File: config.mk
export PLATFORM = sky130hd
export DESIGN_NAME = mod_addsub_sched_flat
export DESIGN_NICKNAME = d
export VERILOG_FILES = /design/src/rtl/mod_addsub_sched_pkg.sv /design/src/rtl/mod_addsub_sched_if.sv /design/src/rtl/mod_addsub_sched_wide_adder.sv /design/src/rtl/mod_addsub_sched.sv /design/src/flat_wrapper.sv
export SDC_FILE = /design/constraint.sdc
export NUM_CORES = 2
export LEC_CHECK = 0
export CAP_MARGIN = 20
export CORE_AREA = 5 5 606 608
export DETAILED_ROUTE_END_ITERATION = 7
export DIE_AREA = 0 0 611 613
export SYNTH_ARGS = -nofsm -noshare
export SYNTH_HDL_FRONTEND = slang
export SYNTH_SLANG_ARGS = --single-unit
File: constraint.sdc
create_clock -name clk -period 104.4 [get_ports clk]
set_clock_uncertainty 0.15 [all_clocks]
set_input_delay 15.66 -clock clk [delete_from_list [all_inputs] [get_ports clk]]
set_output_delay 15.66 -clock clk [all_outputs]
set_load 0.05 [all_outputs]
File: src/rtl/mod_addsub_sched_pkg.sv
// Shared definitions for the modular add/subtract scheduler.
//   W_DEFAULT  default operand/modulus width
//   OP_ADD/OP_SUB  request opcode encoding
//   state_e    scheduler FSM states
//   id_width() width of a requester index (at least 1 bit)
package mod_arith_pkg;

  localparam int unsigned W_DEFAULT = 256;

  localparam logic OP_ADD = 1'b0;
  localparam logic OP_SUB = 1'b1;

  typedef enum logic [1:0] {
    ST_IDLE,
    ST_PASS1,
    ST_PASS2,
    ST_RESP
  } state_e;

  function automatic int unsigned id_width(input int unsigned n);
    return (n < 2) ? 1 : $clog2(n);
  endfunction

endpackage

File: src/rtl/mod_addsub_sched_if.sv
// Request/response bundle between the point-arithmetic units and the
// modular add/subtract scheduler.
//   req_valid/req_ready/req_op/req_a/req_b  per-requester request channel,
//                                           operands packed at [i*W +: W]
//   mod_p                                   modulus, stable while busy
//   rsp_valid/rsp_ready/rsp_id/rsp_data     single response channel
//   busy                                    scheduler not idle
// Modports: master = requesters/consumer side, slave = scheduler side.
interface mod_addsub_sched_if
  import mod_arith_pkg::*;
#(
  parameter int unsigned W    = W_DEFAULT,
  parameter int unsigned NREQ = 2
) ();

  localparam int unsigned IDW = id_width(NREQ);

  logic [NREQ-1:0]   req_valid;
  logic [NREQ-1:0]   req_ready;
  logic [NREQ-1:0]   req_op;
  logic [NREQ*W-1:0] req_a;
  logic [NREQ*W-1:0] req_b;
  logic [W-1:0]      mod_p;
  logic              rsp_valid;
  logic              rsp_ready;
  logic [IDW-1:0]    rsp_id;
  logic [W-1:0]      rsp_data;
  logic              busy;

  modport master (
    output req_valid, req_op, req_a, req_b, mod_p, rsp_ready,
    input  req_ready, rsp_valid, rsp_id, rsp_data, busy
  );

  modport slave (
    input  req_valid, req_op, req_a, req_b, mod_p, rsp_ready,
    output req_ready, rsp_valid, rsp_id, rsp_data, busy
  );

endinterface

File: src/rtl/mod_addsub_sched_wide_adder.sv
// wide_adder: the shared W-bit ripple-carry adder, organised as 8-bit
// ripple slices chained through their carries.
//   x, y  addends
//   cin   carry in
//   sum   W-bit sum
//   cout  carry out of bit W-1
module wide_adder #(
  parameter int unsigned W = 256
) (
  input  logic [W-1:0] x,
  input  logic [W-1:0] y,
  input  logic         cin,
  output logic [W-1:0] sum,
  output logic         cout
);

  localparam int unsigned SLICE  = 8;
  localparam int unsigned NSLICE = (W + SLICE - 1) / SLICE;

  always_comb begin
    logic carry;
    sum   = '0;
    carry = cin;
    for (int unsigned s = 0; s < NSLICE; s++) begin
      for (int unsigned k = 0; k < SLICE; k++) begin
        if (s * SLICE + k < W) begin
          sum[s*SLICE+k] = x[s*SLICE+k] ^ y[s*SLICE+k] ^ carry;
          carry = (x[s*SLICE+k] & y[s*SLICE+k]) |
                  (carry & (x[s*SLICE+k] ^ y[s*SLICE+k]));
        end
      end
    end
    cout = carry;
  end

endmodule

File: src/rtl/mod_addsub_sched.sv
// mod_addsub_sched: time-shares one W-bit adder between NREQ requesters.
// Each request is (a +/- b) mod p, done as a raw pass followed by a
// correction pass by p; one response is returned per accepted request.
//   clk, rst  clock, asynchronous active-high reset
//   bus       mod_addsub_sched_if.slave (request, response, modulus, busy)
// Optional build macro MODADD_EARLY_EXIT_EN: a subtraction with no borrow
// skips the correction pass and responds one cycle earlier.
module mod_addsub_sched
  import mod_arith_pkg::*;
#(
  parameter int unsigned W    = W_DEFAULT,
  parameter int unsigned NREQ = 2
) (
  input  logic                clk,
  input  logic                rst,
  mod_addsub_sched_if.slave   bus
);

  localparam int unsigned IDW = id_width(NREQ);

  state_e         state_q, state_d;
  logic [IDW-1:0] rr_ptr_q, rr_ptr_d;
  logic [IDW-1:0] id_q, id_d;
  logic [W-1:0]   a_q, a_d, b_q, b_d, s1_q, s1_d;
  logic [W-1:0]   rsp_data_q, rsp_data_d;
  logic           op_q, op_d, c1_q, c1_d;

  logic [NREQ-1:0] rot;
  logic            grant_vld;
  logic [IDW-1:0]  grant_idx, rr_next;

  logic [W-1:0] add_x, add_y, add_sum;
  logic         add_cin, add_cout;

  // Round-robin: rotate valids so rr_ptr sits at bit 0, take the first set bit.
  always_comb begin
    int unsigned pos, nxt;
    pos       = 0;
    nxt       = 0;
    rot       = NREQ'({bus.req_valid, bus.req_valid} >> rr_ptr_q);
    grant_vld = 1'b0;
    grant_idx = '0;
    rr_next   = '0;
    for (int unsigned k = 0; k < NREQ; k++) begin
      if (!grant_vld && rot[k]) begin
        grant_vld = 1'b1;
        pos = 32'(rr_ptr_q) + k;
        if (pos >= NREQ) pos = pos - NREQ;
        nxt = pos + 1;
        if (nxt >= NREQ) nxt = 0;
        grant_idx = IDW'(pos);
        rr_next   = IDW'(nxt);
      end
    end
  end

  always_comb begin
    bus.req_ready = '0;
    if (!rst && state_q == ST_IDLE && grant_vld) bus.req_ready[grant_idx] = 1'b1;
  end

  // Adder operand mux by state.
  always_comb begin
    add_x   = '0;
    add_y   = '0;
    add_cin = 1'b0;
    case (state_q)
      ST_PASS1: begin
        add_x   = a_q;
        add_y   = (op_q == OP_SUB) ? ~b_q : b_q;
        add_cin = (op_q == OP_SUB);
      end
      ST_PASS2: begin
        add_x   = s1_q;
        add_y   = (op_q == OP_SUB) ? bus.mod_p : ~bus.mod_p;
        add_cin = (op_q == OP_ADD);
      end
      default: ;
    endcase
  end

  wide_adder #(.W(W)) u_adder (
    .x    (add_x),
    .y    (add_y),
    .cin  (add_cin),
    .sum  (add_sum),
    .cout (add_cout)
  );

  always_comb begin
    state_d    = state_q;
    rr_ptr_d   = rr_ptr_q;
    id_d       = id_q;
    a_d        = a_q;
    b_d        = b_q;
    op_d       = op_q;
    s1_d       = s1_q;
    c1_d       = c1_q;
    rsp_data_d = rsp_data_q;
    case (state_q)
      ST_IDLE: begin
        if (grant_vld) begin
          for (int unsigned i = 0; i < NREQ; i++) begin
            if (IDW'(i) == grant_idx) begin
              a_d  = bus.req_a[i*W +: W];
              b_d  = bus.req_b[i*W +: W];
              op_d = bus.req_op[i];
            end
          end
          id_d     = grant_idx;
          rr_ptr_d = rr_next;
          state_d  = ST_PASS1;
        end
      end
      ST_PASS1: begin
        s1_d    = add_sum;
        c1_d    = add_cout;
        state_d = ST_PASS2;
`ifdef MODADD_EARLY_EXIT_EN
        if (op_q == OP_SUB && add_cout) begin
          rsp_data_d = add_sum;
          state_d    = ST_RESP;
        end
`endif
      end
      ST_PASS2: begin
        // s2/c2 are consumed straight off the adder; only the selected
        // result is registered, which is what RESP presents.
        if (op_q == OP_ADD) rsp_data_d = (c1_q | add_cout) ? add_sum : s1_q;
        else                rsp_data_d = c1_q ? s1_q : add_sum;
        state_d = ST_RESP;
      end
      ST_RESP: begin
        if (bus.rsp_ready) state_d = ST_IDLE;
      end
      default: state_d = ST_IDLE;
    endcase
  end

  always_ff @(posedge clk or posedge rst) begin
    if (rst) begin
      state_q    <= ST_IDLE;
      rr_ptr_q   <= '0;
      id_q       <= '0;
      a_q        <= '0;
      b_q        <= '0;
      op_q       <= 1'b0;
      s1_q       <= '0;
      c1_q       <= 1'b0;
      rsp_data_q <= '0;
    end else begin
      state_q    <= state_d;
      rr_ptr_q   <= rr_ptr_d;
      id_q       <= id_d;
      a_q        <= a_d;
      b_q        <= b_d;
      op_q       <= op_d;
      s1_q       <= s1_d;
      c1_q       <= c1_d;
      rsp_data_q <= rsp_data_d;
    end
  end

  assign bus.rsp_valid = (state_q == ST_RESP);
  assign bus.rsp_id    = id_q;
  assign bus.rsp_data  = rsp_data_q;
  assign bus.busy      = (state_q != ST_IDLE);

endmodule

File: src/flat_wrapper.sv
// flat-port wrapper written by rule: the top's interface ports become plain ports
module mod_addsub_sched_flat import mod_arith_pkg::*;
#(
  parameter int unsigned W    = W_DEFAULT,
  parameter int unsigned NREQ = 2
)
  (clk, rst, bus_req_valid, bus_req_op, bus_req_a, bus_req_b, bus_mod_p, bus_rsp_ready, bus_req_ready, bus_rsp_valid, bus_rsp_id, bus_rsp_data, bus_busy);
  mod_addsub_sched_if #(.W(W), .NREQ(NREQ)) bus_i ();
  input  logic clk;
  input  logic rst;
  input wire logic [$bits(bus_i.req_valid)-1:0] bus_req_valid;
  input wire logic [$bits(bus_i.req_op)-1:0] bus_req_op;
  input wire logic [$bits(bus_i.req_a)-1:0] bus_req_a;
  input wire logic [$bits(bus_i.req_b)-1:0] bus_req_b;
  input wire logic [$bits(bus_i.mod_p)-1:0] bus_mod_p;
  input wire logic [$bits(bus_i.rsp_ready)-1:0] bus_rsp_ready;
  output wire logic [$bits(bus_i.req_ready)-1:0] bus_req_ready;
  output wire logic [$bits(bus_i.rsp_valid)-1:0] bus_rsp_valid;
  output wire logic [$bits(bus_i.rsp_id)-1:0] bus_rsp_id;
  output wire logic [$bits(bus_i.rsp_data)-1:0] bus_rsp_data;
  output wire logic [$bits(bus_i.busy)-1:0] bus_busy;
  assign bus_i.req_valid = bus_req_valid;
  assign bus_i.req_op = bus_req_op;
  assign bus_i.req_a = bus_req_a;
  assign bus_i.req_b = bus_req_b;
  assign bus_i.mod_p = bus_mod_p;
  assign bus_i.rsp_ready = bus_rsp_ready;
  assign bus_req_ready = bus_i.req_ready;
  assign bus_rsp_valid = bus_i.rsp_valid;
  assign bus_rsp_id = bus_i.rsp_id;
  assign bus_rsp_data = bus_i.rsp_data;
  assign bus_busy = bus_i.busy;
  mod_addsub_sched #(.W(W), .NREQ(NREQ)) u_core (.clk(clk), .rst(rst), .bus(bus_i));
endmodule
* After elaboration in Yosys (flattened, before gate mapping)
Cells that the tools add are included.
** Cells by class
- Shift operators :: 1
- Eq/ne operators :: 5
- Order comparisons :: 6
- Add/subtract/negate cells :: 5
- Bitwise logic cells :: 1284
- Reductions and logical operators :: 10
- Multiplexer cells :: 29
** Operators with widths (count)
- two-way mux 256 bit :: 7
- one-hot mux 256 bit (2 select lines) :: 2
- bitwise AND 1 bit :: 512
- inverter 256 bit :: 2
- XOR 1 bit :: 512
- OR 1 bit :: 257
- two-way mux 32 bit :: 4
- >= comparator 32 x 2 -> 1 bit, second input constant :: 3
- adder 32 x 1 -> 32 bit, second input constant :: 2
- subtractor 32 x 2 -> 32 bit, second input constant :: 1
- two-way mux 1 bit :: 10
- one-hot mux 2 bit (4 select lines) :: 1
- two-way mux 2 bit :: 3
- equality test 2 bit, second input constant :: 2
- logical AND 1 bit :: 4
- AND reduction 2 bit :: 2
- >> shifter 4 x 1 -> 2 bit :: 1
- subtractor 1 x 2 -> 3 bit, second input constant :: 1
- adder 1 x 1 -> 2 bit, second input constant :: 1
- equality test 2 x 1 -> 1 bit, second input constant :: 1
- >= comparator 1 x 2 -> 1 bit, second input constant :: 1
- zero test 1 bit :: 2
- zero test 2 bit :: 1
- < comparator 1 x 2 -> 1 bit, second input constant :: 1
- other kinds (7) :: 7
** Word-level totals
- Input bits :: 1287
- Register bits :: 1030
- Logic and storage cells :: 1349
- Output and inout bits :: 261

* Depth between registers and ports, before layout
- Word-level depth :: 519
- Gate-level depth with buffers :: 270
- Gate-level depth less buffers :: 264

* Modules after synthesis
A second synthesis with hierarchy kept.
** Second synthesis, totals
- Cell total of the unflattened synthesis :: 7027
- Area, all modules :: 64543.2 sq um
** Modules (own cells, without submodules)
- mod_addsub_sched :: area an instance 59350.7 sq um, times used 1, cells an instance 6753, seq. area each 25774.7 sq um
- wide_adder :: area an instance 5192.5 sq um, times used 1, cells an instance 274, seq. area each 0.0 sq um

* Least setup slack after synthesis
No wires, ideal clock.
- Kind :: input to register
- Start :: input bus_mod_p[0]
- End :: register u_core.rsp_data_q[0], in the netlist u_core.bus.rsp_data[0]
- Data required time :: 104.109 ns
- Stages :: 265
- Arrival :: 126.824 ns
- Setup time :: 0.141 ns
- Buffers on the path :: 2
- Path slack :: -22.715 ns
- Cell sequence :: inv_1 > a221oi_1 > a211oi_1 > fa_1 > fa_1 > fa_1 > fa_1 > fa_1 > fa_1 > fa_1 > fa_1 > fa_1 > fa_1 > fa_1 > fa_1 > fa_1 > fa_1 > fa_1 > [229 not listed] > fa_1 > fa_1 > fa_1 > fa_1 > fa_1 > fa_1 > fa_1 > fa_1 > fa_1 > fa_1 > fa_1 > inv_1 > fa_1 > or3b_1 > buf_2 > buf_2 > nand3_1 > a31oi_1
** RTL lines
- from (decl) :: RTL line flat_wrapper.sv:15 : input wire logic [$bits(bus_i.mod_p)-1:0] bus_mod_p;
- to (signal assigned) :: RTL line mod_addsub_sched.sv:160 : rsp_data_q <= rsp_data_d;
- to (decl) :: RTL line mod_addsub_sched.sv:25 : logic [W-1:0] rsp_data_q, rsp_data_d;

==> results.yml <==
clock_tree:
  ctsHoldBuffers: 0
  clockBufferDepth: 4
  cts.sinks: 1030
  clk_pin_slew_ns: 0.06
  cts-root-buf: "clkbuf_16"
  numCtsBuffers: 144
  tritoncts: "built"
  htreeDepth: 4
  clk_latency_ns: 0.87
yosys:
  synth_fp_nets: 8549
  synth_flop_cell: "dfrtp_1"
  syn-cell-area_sq_um: 66700
  syn_inst: 6999
  synth_seq_cells: 1030
  synth_largest_area_cell: "dfrtp_1"
  async_flop_share_pct: 100
  avgSynthCellArea_sq_um: 9.53
  ys_top_cells_by_area: "dfrtp_1 39%, a22oi_1 8.6%, fa_1 7.7%"
  synth_edf_count: 0
  yosysTopAreaCellShare_pct: 38.7
  ys_types: 37
  seq_area_frac_synth_pct: 38.7
  yosysWarnings: 0
worst_setup_path:
  arrival_ns: 108.54
  cp-end-kind: "flop"
  cp_slowest_cell: "fa_2"
  critPathMaxStageDelay_ns: 0.49
  critPathRequiredTime_ns: 104.90
  crit_fanout: 9
  cp_common_cell: "fa_2"
  worst_setup_path_start_kind: "primary input"
  reg2reg_slack_ns: 9.83
  timing_worst_setup_path_type: "primary input to flop"
floorplanning:
  core_area_sq_um: 361000
  rows: 221
  io_pins: 1548
  die_area_sq_um: 375000
  initial_utilization_pct: 18.5
  die_w_microns: 611
  chipHeight_microns: 613
final_layout:
  final_common_cell: "clkdlybuf4s50_1"
  stdcell_area_sq_um: 93500
  layout_common_cells: "1542 x clkdlybuf4s50_1, 1028 x dfrtp_1, 766 x a22oi_1"
  fin_nets: 9661
  drive_above_1_share_pct: 12.3
  fillers: 38700
  final_util_pct: 25.9
  area_growth_pct: 40.3
global_route:
  grt_use_met3_pct: 13.2
  first_global_vias: 64300
  grt_max_degree: 175
  grt_pass1_wl_microns: 597000
  grtUsageMet2_pct: 32.5
  grt-busiest-layer: "met2"
  grtUsageMet1_pct: 27.7
  antenna_found_initial: 336
  overflow: 0
  groute.usage.overall_pct: 23.2
power_and_ir_drop:
  share_comb_of_total_power_pct: 61.9
  p_sw_mw: 1.76
  p_int_mw: 1.71
  switching_share_pct: 50.7
  pwr-share-clk_pct: 15.5
  p_per_area_nw_per_um2: 37.2
  ir_drop_mv: 0.0265
  leakagePower_nw: 35.4
  p_seq_share_pct: 22.6
sta:
  worst_pin_slew_ns: 1.30
  fmax_ghz: 0.00926
  rsz0062_at_grt: "true"
  layout_setup_ws_ns: -3.65
  fin_crit_sh_pct: 103
  period_minus_slack_ns: 108.05
  slew_viol_final: 0
  hold_viol_final: 0
  maxSlewHeadroom_pct: 13.0
  setup_viol: 266
status:
  violations: "negative setup slack"
  status: "finished, violations left"
placement:
  hpwl_microns: 359000
  place_area_sq_um: 87100
  io_buffers: 1547
  gp_congestion: 0.963
detailed_routing:
  antenna_left: 0
  drc_errors: 0
  routed_wl_microns: 458000
  dr.pass1.iters: 7
  first_iter_violations: 8353
  num_vias: 68500
  routed_via_density: 5.20
  wl_per_cell_microns: 34.8
hold_path:
  hp-class: "flop to flop"
flow_run:
  drv_cap: 0
power groups by stage:
stage	Clock, mW	Sequential (mW)	Combinational, mW
floorplan	0	0.812	1.23
global placement	0	0.782	2.04
detailed placement	0	0.783	2.06
CTS	0.550	0.779	2.11
global route	0.564	0.797	2.30
finish	0.539	0.785	2.15
per-stage QoR:
stage	instances	power (mW)	setup slack (ns)	TNS [ns]	hold WS (ns)
2_1_floorplan	6999	2.05	0.0534	0	0.322
3_3_place_gp	12700	2.82	-4.43	-1143.99	0.330
3_5_place_dp	12700	2.84	-5.06	-1304.82	0.327
4_1_cts	13000	3.44	-3.63	-925.85	0.345
5_1_grt	13100	3.66	-4.95	-1279.27	0.356
6_report	13200	3.48	-3.65	-925.34	0.338
sequential cells by signal, indices dropped and copies added, names as in the netlist:
| name | flops |
|---|---|
| u_core.rr_ptr_q | 1 |
| u_core.s1_q | 256 |
| u_core.op_q | 1 |
| u_core.b_q | 256 |
| u_core.bus.rsp_data | 256 |
| u_core.c1_q | 1 |
| u_core.state_q | 2 |
| u_core.bus.rsp_id | 1 |
| u_core.a_q | 256 |
layout make-up:
class                   instances  area [sq um]  area share [%]
clock inverters                55           875           0.935
clock buffers                 201          4110            4.39
diodes                        157           393           0.420
repair buffers               1768         18100            19.3
flip-flops and latches       1030         25800            27.6
multi-input cells            4644         36300            38.8
well taps                    4794          6000            6.41
inverters                     523          1990            2.12
worst paths after layout:
| path | startpoint | end | depth (start not counted) |
|---|---|---|---|
| setup / recovery | bus_mod_p[0] | u_core.bus.rsp_data[206] | 267 |
| hold / removal | u_core.bus.rsp_id | u_core.bus.rsp_id | 2 |
| setup reg to reg | u_core.state_q[0] | u_core.bus.rsp_data[206] | 267 |
| hold reg to reg | u_core.bus.rsp_id | u_core.bus.rsp_id | 2 |
| max in group asynchronous | rst | u_core.a_q[128] | 8 |
| min in group asynchronous | rst | u_core.bus.rsp_id | 2 |
cells by family (layout without fill, tap and decap cells):
logic type	after synthesis	after routing	share of synthesized area, %
compound gates	2875	2875	29.1
buf+inv	1325	2547	8.21
flops	1030	1030	38.7
simple gates	832	832	5.60
mux	674	674	10.6
fa+ha+maj	263	263	7.82
other cells	0	157	0
worst max-delay path: cells and delay by family:
family | cells | cell delay, ns
compound gates | 3 | 0.37
fa+ha+maj | 256 | 91.18
buf+inv | 6 | 0.79
simple gates | 1 | 0.11
mux | 1 | 0.17
Yosys cell counts (259+ instances only):
master / n
dfrtp_1: 1030
a22oi_1: 767
mux2i_1: 418
inv_1: 521
clkbuf_1: 436
o21ai_0: 560
a31oi_1: 562
a21oi_1: 259
buf_2: 266
nor2_1: 562
what timing repair did:
action                                  in CTS  in global routing
cloned                                      11                  7
endpoints found under the setup margin     267                269
buffers inserted                             7                 12
gates resized for setup                     35                 50
pin swaps                                    6                 15
routing by layer:
metal	up-vias	part of all wire, %	wire length (microns)
met5	-	0.35	1580
met4	238	5.9	27000
met3	1001	15	68400
met2	4028	41	189000
met1	34700	38	172000
li1	28500	-	-
(Power assumes the default switching activity.)
